### src/rtl/stream_arb_mux_n.sv
// N-to-1 valid/ready stream mux with round-robin or fixed-priority arbitration and optional packet locking.
// Latency: one cycle from input transfer to out_valid; sustains one beat per cycle while out_ready is high.
// Backpressure: a held output beat (out_valid && !out_ready) drops every in_ready until the consumer takes it.
module stream_arb_mux_n #(
   parameter int WIDTH    = 8,
   parameter int N        = 4,
   parameter bit LOCK_PKT = 1'b1,
   parameter int SEL_W    = (N > 1) ? $clog2(N) : 1
) (
   input  logic               clk,
   input  logic               rst_n,
   input  logic               rr_en,
   input  logic [N*WIDTH-1:0] in_data,
   input  logic [N-1:0]       in_valid,
   input  logic [N-1:0]       in_last,
   output logic [N-1:0]       in_ready,
   output logic [WIDTH-1:0]   out_data,
   output logic [SEL_W-1:0]   out_sel,
   output logic               out_last,
   output logic               out_valid,
   input  logic               out_ready
);

   logic [SEL_W-1:0] ptr;
   logic             lock;
   logic [SEL_W-1:0] lock_ch;
   logic [SEL_W-1:0] grant;
   logic             gnt_vld;
   logic             load_en;
   logic             xfer;
   logic [WIDTH-1:0] sel_data;
   logic             sel_last;

   assign load_en = !out_valid || out_ready;
   assign xfer    = load_en && gnt_vld;

   // Pick the granted channel: locked channel first, else rotate from ptr, else lowest index.
   // The rotating search runs the wrapped range (below ptr) first and the range from ptr
   // second, so any hit at or above ptr overrides a wrapped hit; descending loops leave the
   // lowest index of each range as the winner.
   always_comb begin
      grant   = '0;
      gnt_vld = 1'b0;
      if (lock) begin
         grant   = lock_ch;
         gnt_vld = in_valid[lock_ch];
      end else if (rr_en) begin
         for (int i = N - 1; i >= 0; i--) begin
            if (in_valid[i] && (i < int'(ptr))) begin
               grant   = SEL_W'(i);
               gnt_vld = 1'b1;
            end
         end
         for (int i = N - 1; i >= 0; i--) begin
            if (in_valid[i] && (i >= int'(ptr))) begin
               grant   = SEL_W'(i);
               gnt_vld = 1'b1;
            end
         end
      end else begin
         for (int i = N - 1; i >= 0; i--) begin
            if (in_valid[i]) begin
               grant   = SEL_W'(i);
               gnt_vld = 1'b1;
            end
         end
      end
   end

   // Route the granted channel's payload and last flag, and raise only its ready.
   always_comb begin
      sel_data = '0;
      sel_last = 1'b0;
      in_ready = '0;
      for (int i = 0; i < N; i++) begin
         if (grant == SEL_W'(i)) begin
            sel_data    = in_data[i*WIDTH +: WIDTH];
            sel_last    = in_last[i];
            in_ready[i] = load_en && gnt_vld;
         end
      end
   end

   // Output register: load on transfer, drain when consumed with nothing new, else hold.
   always_ff @(posedge clk or negedge rst_n) begin
      if (!rst_n) begin
         out_valid <= 1'b0;
         out_data  <= '0;
         out_sel   <= '0;
         out_last  <= 1'b0;
      end else if (xfer) begin
         out_valid <= 1'b1;
         out_data  <= sel_data;
         out_sel   <= grant;
         out_last  <= sel_last;
      end else if (out_ready) begin
         out_valid <= 1'b0;
      end
   end

   // Arbitration state: packet lock and the round-robin pointer, which advances only at packet end.
   always_ff @(posedge clk or negedge rst_n) begin
      if (!rst_n) begin
         lock    <= 1'b0;
         lock_ch <= '0;
         ptr     <= '0;
      end else if (xfer) begin
         if (LOCK_PKT) begin
            if (sel_last) begin
               lock <= 1'b0;
            end else if (!lock) begin
               lock    <= 1'b1;
               lock_ch <= grant;
            end
         end
         if (sel_last || !LOCK_PKT) begin
            ptr <= (grant == SEL_W'(N - 1)) ? '0 : grant + 1'b1;
         end
      end
   end

endmodule

### config.mk
export PLATFORM = sky130hd
export DESIGN_NAME = stream_arb_mux_n
export DESIGN_NICKNAME = d
export VERILOG_FILES = /design/src/rtl/stream_arb_mux_n.sv
export SDC_FILE = /design/constraint.sdc
export NUM_CORES = 1
export LEC_CHECK = 0
export CAP_MARGIN = 25
export CORE_ASPECT_RATIO = 0.9
export CORE_MARGIN = 2
export CORE_UTILIZATION = 36
export CTS_BUF_LIST = sky130_fd_sc_hd__clkbuf_4 sky130_fd_sc_hd__clkbuf_8 sky130_fd_sc_hd__clkbuf_16
export DETAILED_ROUTE_END_ITERATION = 16
export MAX_ROUTING_LAYER = met4
export PLACE_DENSITY = 0.75
export SLEW_MARGIN = 20
export SYNTH_ARGS = -nofsm -noshare
export SYNTH_HDL_FRONTEND = slang
export SYNTH_SLANG_ARGS = --single-unit
### constraint.sdc
create_clock -name clk -period 6 [get_ports clk]
set_input_delay 1.5 -clock clk [delete_from_list [all_inputs] [get_ports clk]]
set_output_delay 1.5 -clock clk [all_outputs]
set_load 0.02 [all_outputs]
== Yosys cells after proc, flatten, opt, wreduce, memory -nomap -nowiden ==
Index checks and enable logic that the tools add are counted.

* Flip-flop bits (word level): 17
* Bits in latches: 0
* Bits in writable memories: 0
* Bits in read-only memories: 0
* Memories: 0

* $add $sub $neg: 1
* $mul: 0
* Div/mod/pow operators: 0
* $lt $le $gt $ge: 7
* Equality and inequality tests: 3
* Shift-type cells: 0
* Mux-type cells: 44
* Bitwise gates (word level): 2
* Reduce and logical (&&, ||, !) cells: 13

{| class="wikitable"
|+ Operator list
! cell !! number
|-
| 8-bit 2-to-1 mux || 4
|-
| 2-bit 2-to-1 mux || 14
|-
| 1-bit 2-to-1 mux || 25
|-
| 1-bit logical AND || 7
|-
| 2-bit == test (second input constant) || 2
|-
| 1-bit by 2-bit >= comparator with 1-bit output (first input constant) || 2
|-
| 1-bit by 2-bit < comparator with 1-bit output (first input constant) || 2
|-
| 2-bit by 3-bit < comparator with 1-bit output (second input constant) || 1
|-
| 3-bit AND reduction || 1
|-
| 2-bit by 1-bit adder with 2-bit output (second input constant) || 1
|-
| 1-bit binary-select mux with 2-bit select || 1
|-
| 2-bit by 1-bit == test with 1-bit output (second input constant) || 1
|-
| 2-bit >= comparator (first input constant) || 1
|-
| 2-bit logical NOT || 1
|-
| 2-bit < comparator (first input constant) || 1
|-
| 1-bit inverter || 2
|-
| 2-bit AND reduction || 1
|-
| 2-bit nonzero test || 1
|-
| 1-bit logical NOT || 1
|-
| 1-bit logical OR || 1
|}

== Longest topological paths before layout ==
* Depth in word-level cells: 18
* Mapped depth: 12

== Worst setup path before layout ==
No wires, ideal clock.

* Path type: in2out
* From: input port rr_en
* To: output port in_ready[3]
* Data arrival time: 3038 ps
* Data required time: 4500 ps
* Path slack: 1462 ps
* Cell stages on the path: 7
* Path buffers: 2
* Path through: nor2b_1 nand2_1 o211ai_1 ha_1 clkbuf_1 clkbuf_1 and2_1

* Cells in the longest elaborated chain, start to end: 4
* Elaborated cells between the ends (all ways): 7
* Classes of those cells: eq/ne (1); mux (5); reduce/logical (1)

{| class="wikitable"
|+ Ends and longest elaborated chain
! what !! RTL line !! source
|-
| from (decl) || 12 || <nowiki>input logic rr_en,</nowiki>
|-
| 2-bit 2-to-1 mux || 47 || <nowiki>end else if (rr_en) begin</nowiki>
|-
| 2-bit 2-to-1 mux || 44 || <nowiki>if (lock) begin</nowiki>
|-
| named net grant[1] || 27 || <nowiki>logic [SEL_W-1:0] grant;</nowiki>
|-
| 2-bit == test || 76 || <nowiki>if (grant == SEL_W'(i)) begin</nowiki>
|-
| 1-bit 2-to-1 mux || 76 ||
|-
| to (decl) || 16 || <nowiki>output logic [N-1:0] in_ready,</nowiki>
|}

The timed path passes the listed nets, and every way through them passes these cells.

== Worst setup path in the final report ==
* From: input port in_valid[0]
* To: output port in_ready[2]

* Cells in the longest elaborated chain, start to end: 10
* Elaborated cells between the ends (all ways): 23
* Classes of those cells: eq/ne (1); mux (19); reduce/logical (3)

{| class="wikitable"
|+ Ends and longest elaborated chain
! what !! RTL line !! source
|-
| from (decl) || 14 || <nowiki>input logic [N-1:0] in_valid,</nowiki>
|-
| 1-bit logical AND || 49 || <nowiki>if (in_valid[i] && (i < int'(ptr))) begin</nowiki>
|-
| 2-bit 2-to-1 mux || 49 ||
|-
| 2-bit 2-to-1 mux (4 in a row) || 55 || <nowiki>if (in_valid[i] && (i >= int'(ptr))) begin</nowiki>
|-
| 2-bit 2-to-1 mux * || 47 ||
|-
| 2-bit 2-to-1 mux * || 44 ||
|-
| named net grant[0] || 27 ||
|-
| 2-bit == test * || 76 ||
|-
| 1-bit 2-to-1 mux * || 76 ||
|}

Mark *: on every way through the listed nets, which the timed path passes. The rest lies on a longest branch. The select of a mux whose other input is x is not followed.

==> results.yml <==
drt:
  vias: 1191
  ant_nets: 0
  drc: 0
  wl_per_cell_microns: 14.47
  routed_wl_microns: 3356
  post_drt_via_cell_ratio: 5.134
  drt_iter0_markers: 54
  firstDrtPassIters: 4
timing:
  finalCritPeriodShare: 0.9521
  final.min_clock_period_ns: 5.713
  setup_viol: 0
  drv_slew: 0
  tns_ns: 0
  hold_violations: 0
  worstMarginPinSlew_ns: 0.7826
  fin_skew_ns: 0.004408
  slew_headroom: 0.4766
  fmax_ghz: 0.1751
  rsz0062_at_grt: "false"
floorplanning:
  dieHeight_microns: 57.18
  initial_core_util: 0.3746
  dieArea_sq_mm: 0.003607
  boundaryPins: 60
  rows: 19
  fp.dieW_microns: 63.09
  coreArea_sq_mm: 0.003019
clock_network:
  cts_buffer_depth: 2
  cts_tree: "yes"
  clk_latency_ns: 0.29
  clock-sinks: 17
  hold_buffers: 0
  cts_htree_levels: 1
  numCtsBuffers: 3
  cts.repair.resized: 0
  cts_setup_buffers: 0
  root_buffer: "clkbuf_4"
  clkTransAtPathRegs_ns: 0.10
run:
  max_cap_violations: 0
finish:
  area_growth_pct: 57.85
  diodes: 0
  register_area_sq_um: 425.4
  layout-drive-gt1-share: 0.08421
  fillCellCount: 275
  final_core_util: 0.5914
  final_area_sq_mm: 0.001785
  final_nets: 239
  multi_input_area_sq_um: 653.1
power_and_ir_drop:
  ir_drop_mv: 0.2839
  power_density_mw_per_mm2: 530.8
  p_leak_nw: 0.7125
yosys:
  synth-seq-cells: 17
  syn_inst: 133
  synth_warnings: 0
  synth_enable_flop_cells: 0
  synthesis.nets: 181
  yosysSeqAreaShare: 0.3761
  synth_largest_area_cell: "dfrtp_1"
  synth_area_sq_mm: 0.001131
  async_flop_share: 1.000
  yosysUniqueCellTypes: 30
  synth_top_area_share: 0.3761
  syn_avg_cell_area_sq_um: 8.504
  synth-main-ff-cell: "dfrtp_1"
  yosys-top-cells-area: "dfrtp_1 (38%), a21oi_1 (8.0%), nor2_1 (5.6%)"
setup_path:
  cp_common_cell: "clkdlybuf4s50_1"
  critPathBufInv: 4
  crit_chain: "clkdlybuf4s50_1 > a21boi_0 > o2111ai_1 > nand3_1 > inv_1 > ha_1 > inv_2 > nor3_1 > clkdlybuf4s50_1"
  cp-start-kind: "input pin"
  endpoint_kind: "output pin"
  rrSetupSlack_ns: 2.89
  critical_path_class: "in -> out"
  required_ns: 4.50
  critPathMaxStageDelay_ns: 0.64
  cpLargestDelayFamily: "buffers and inverters"
  slowest_stage: "clkdlybuf4s50_1"
  cp.arrival_ns: 4.21
  cp_max_fo: 10
place:
  dp_hpwl_microns: 2686
  placedInstanceArea_sq_mm: 0.001755
  port_buffers: 59
  finalWeightedCongestion: 0.8644
run_status:
  status: "finished, final reports clean"
global_routing:
  grt_remaining_overflow: 0
  grt_start_max_net_pins: 21
  grt_pass1_wl_microns: 5471
  grt_usage: 0.1984
  grt_pass1_vias: 1195
  antenna_found_initial: 0
worst_hold_path:
  hold_class: "reg -> reg"
## registers in the layout (all words and copies together) (netlist names)
signal,cells
out_data,8
lock_ch,2
out_sel,2
ptr,2
lock,1
out_last,1
out_valid,1
## worst reg2reg max path, delay by kind of cell, from the launching register on
kind | cells | cell delay (ns)
buf+inv | 1 | 0.14
compound gates | 3 | 0.73
flops | 1 | 0.50
simple gates | 4 | 0.97
mux | 1 | 0.30
fa+ha+maj | 1 | 0.35
## report_power, final
part           internal (W)  switching (W)
Clock             0.0000254      0.0000385
Sequential         0.000176      0.0000470
Combinational      0.000312       0.000349
Total              0.000513       0.000434
## area by class of cell
type / instances / area share
multi-input combinational: 103 / 0.3658
timing repair buffer: 61 / 0.3392
sequential: 17 / 0.2383
tap: 42 / 0.02943
clock buffer: 3 / 0.01261
inverter: 5 / 0.01051
clock inverter: 1 / 0.004205
## cell families (layout without fill, tap and decap cells)
| logic type | Yosys count | count (layout) | share of synthesized area |
|---|---|---|---|
| DFF | 17 | 17 | 0.3761 |
| muxes | 10 | 10 | 0.1029 |
| adders and majority gates | 4 | 4 | 0.04425 |
| buffers and inverters | 13 | 70 | 0.04645 |
| and+or+nand+nor | 50 | 50 | 0.2146 |
| AOI/OAI and AO/OA | 39 | 39 | 0.2157 |
## cell usage after synthesis (2+ instances only)
cell      count
mux2_4        2
o211ai_1      2
nor2_1       17
nand3_1       2
a21oi_1      18
nor2b_1       4
and2_1        3
nor3_1        9
o21ai_0       6
nand2_1       9
nand2b_1      2
clkbuf_1      5
dfrtp_1      17
ha_1          4
inv_1         4
mux2_2        5
mux2i_1       3
a221oi_1      7
buf_2         3
## per-layer routing
metal	wire (microns)	global-route usage	vias up
li1	-	-	589
met1	1423	0.2419	562
met2	1711	0.3343	34
met3	170	0.04536	6
met4	51	0.05079	0
met5	0	-	-
## stage by stage
step / hold slack, ns / total power [W] / instances / setup WS, ns
6_report: 0.5171 / 0.0009477 / 232 / 0.2875
5_1_grt: 0.5412 / 0.001035 / 232 / 0.05550
4_1_cts: 0.5233 / 0.0009543 / 232 / 0.3077
3_5_place_dp: 0.4982 / 0.0008865 / 228 / 0.3187
3_3_place_gp: 0.4918 / 0.0008682 / 228 / 0.4692
2_1_floorplan: 0.5189 / 0.0006624 / 133 / 1.462
## path summary, 6_finish.rpt
check | from | end | cells after the start
max in group asynchronous | rst_n | out_data[7]$_DFFE_PN0P_ | 1
setup / recovery | in_valid[0] | in_ready[2] | 9
hold reg to reg | out_data[6]$_DFFE_PN0P_ | out_data[6]$_DFFE_PN0P_ | 1
setup reg to reg | lock$_DFFE_PN0P_ | ptr[1]$_DFFE_PN0P_ | 10
min in group asynchronous | rst_n | out_data[3]$_DFFE_PN0P_ | 1
hold / removal | out_data[6]$_DFFE_PN0P_ | out_data[6]$_DFFE_PN0P_ | 1
## cell usage in the layout (no fill, tap or decap), drive strengths merged, types with 3 or more instances in the layout
master	instances
a21oi	18
a221oi	7
and2	4
clkbuf	3
clkdlybuf4s50	59
dfrtp	17
ha	4
inv	5
mux2	7
mux2i	3
nand2	9
nor2	17
nor2b	4
nor3	9
o21ai	6
(Power assumes the default switching activity.)
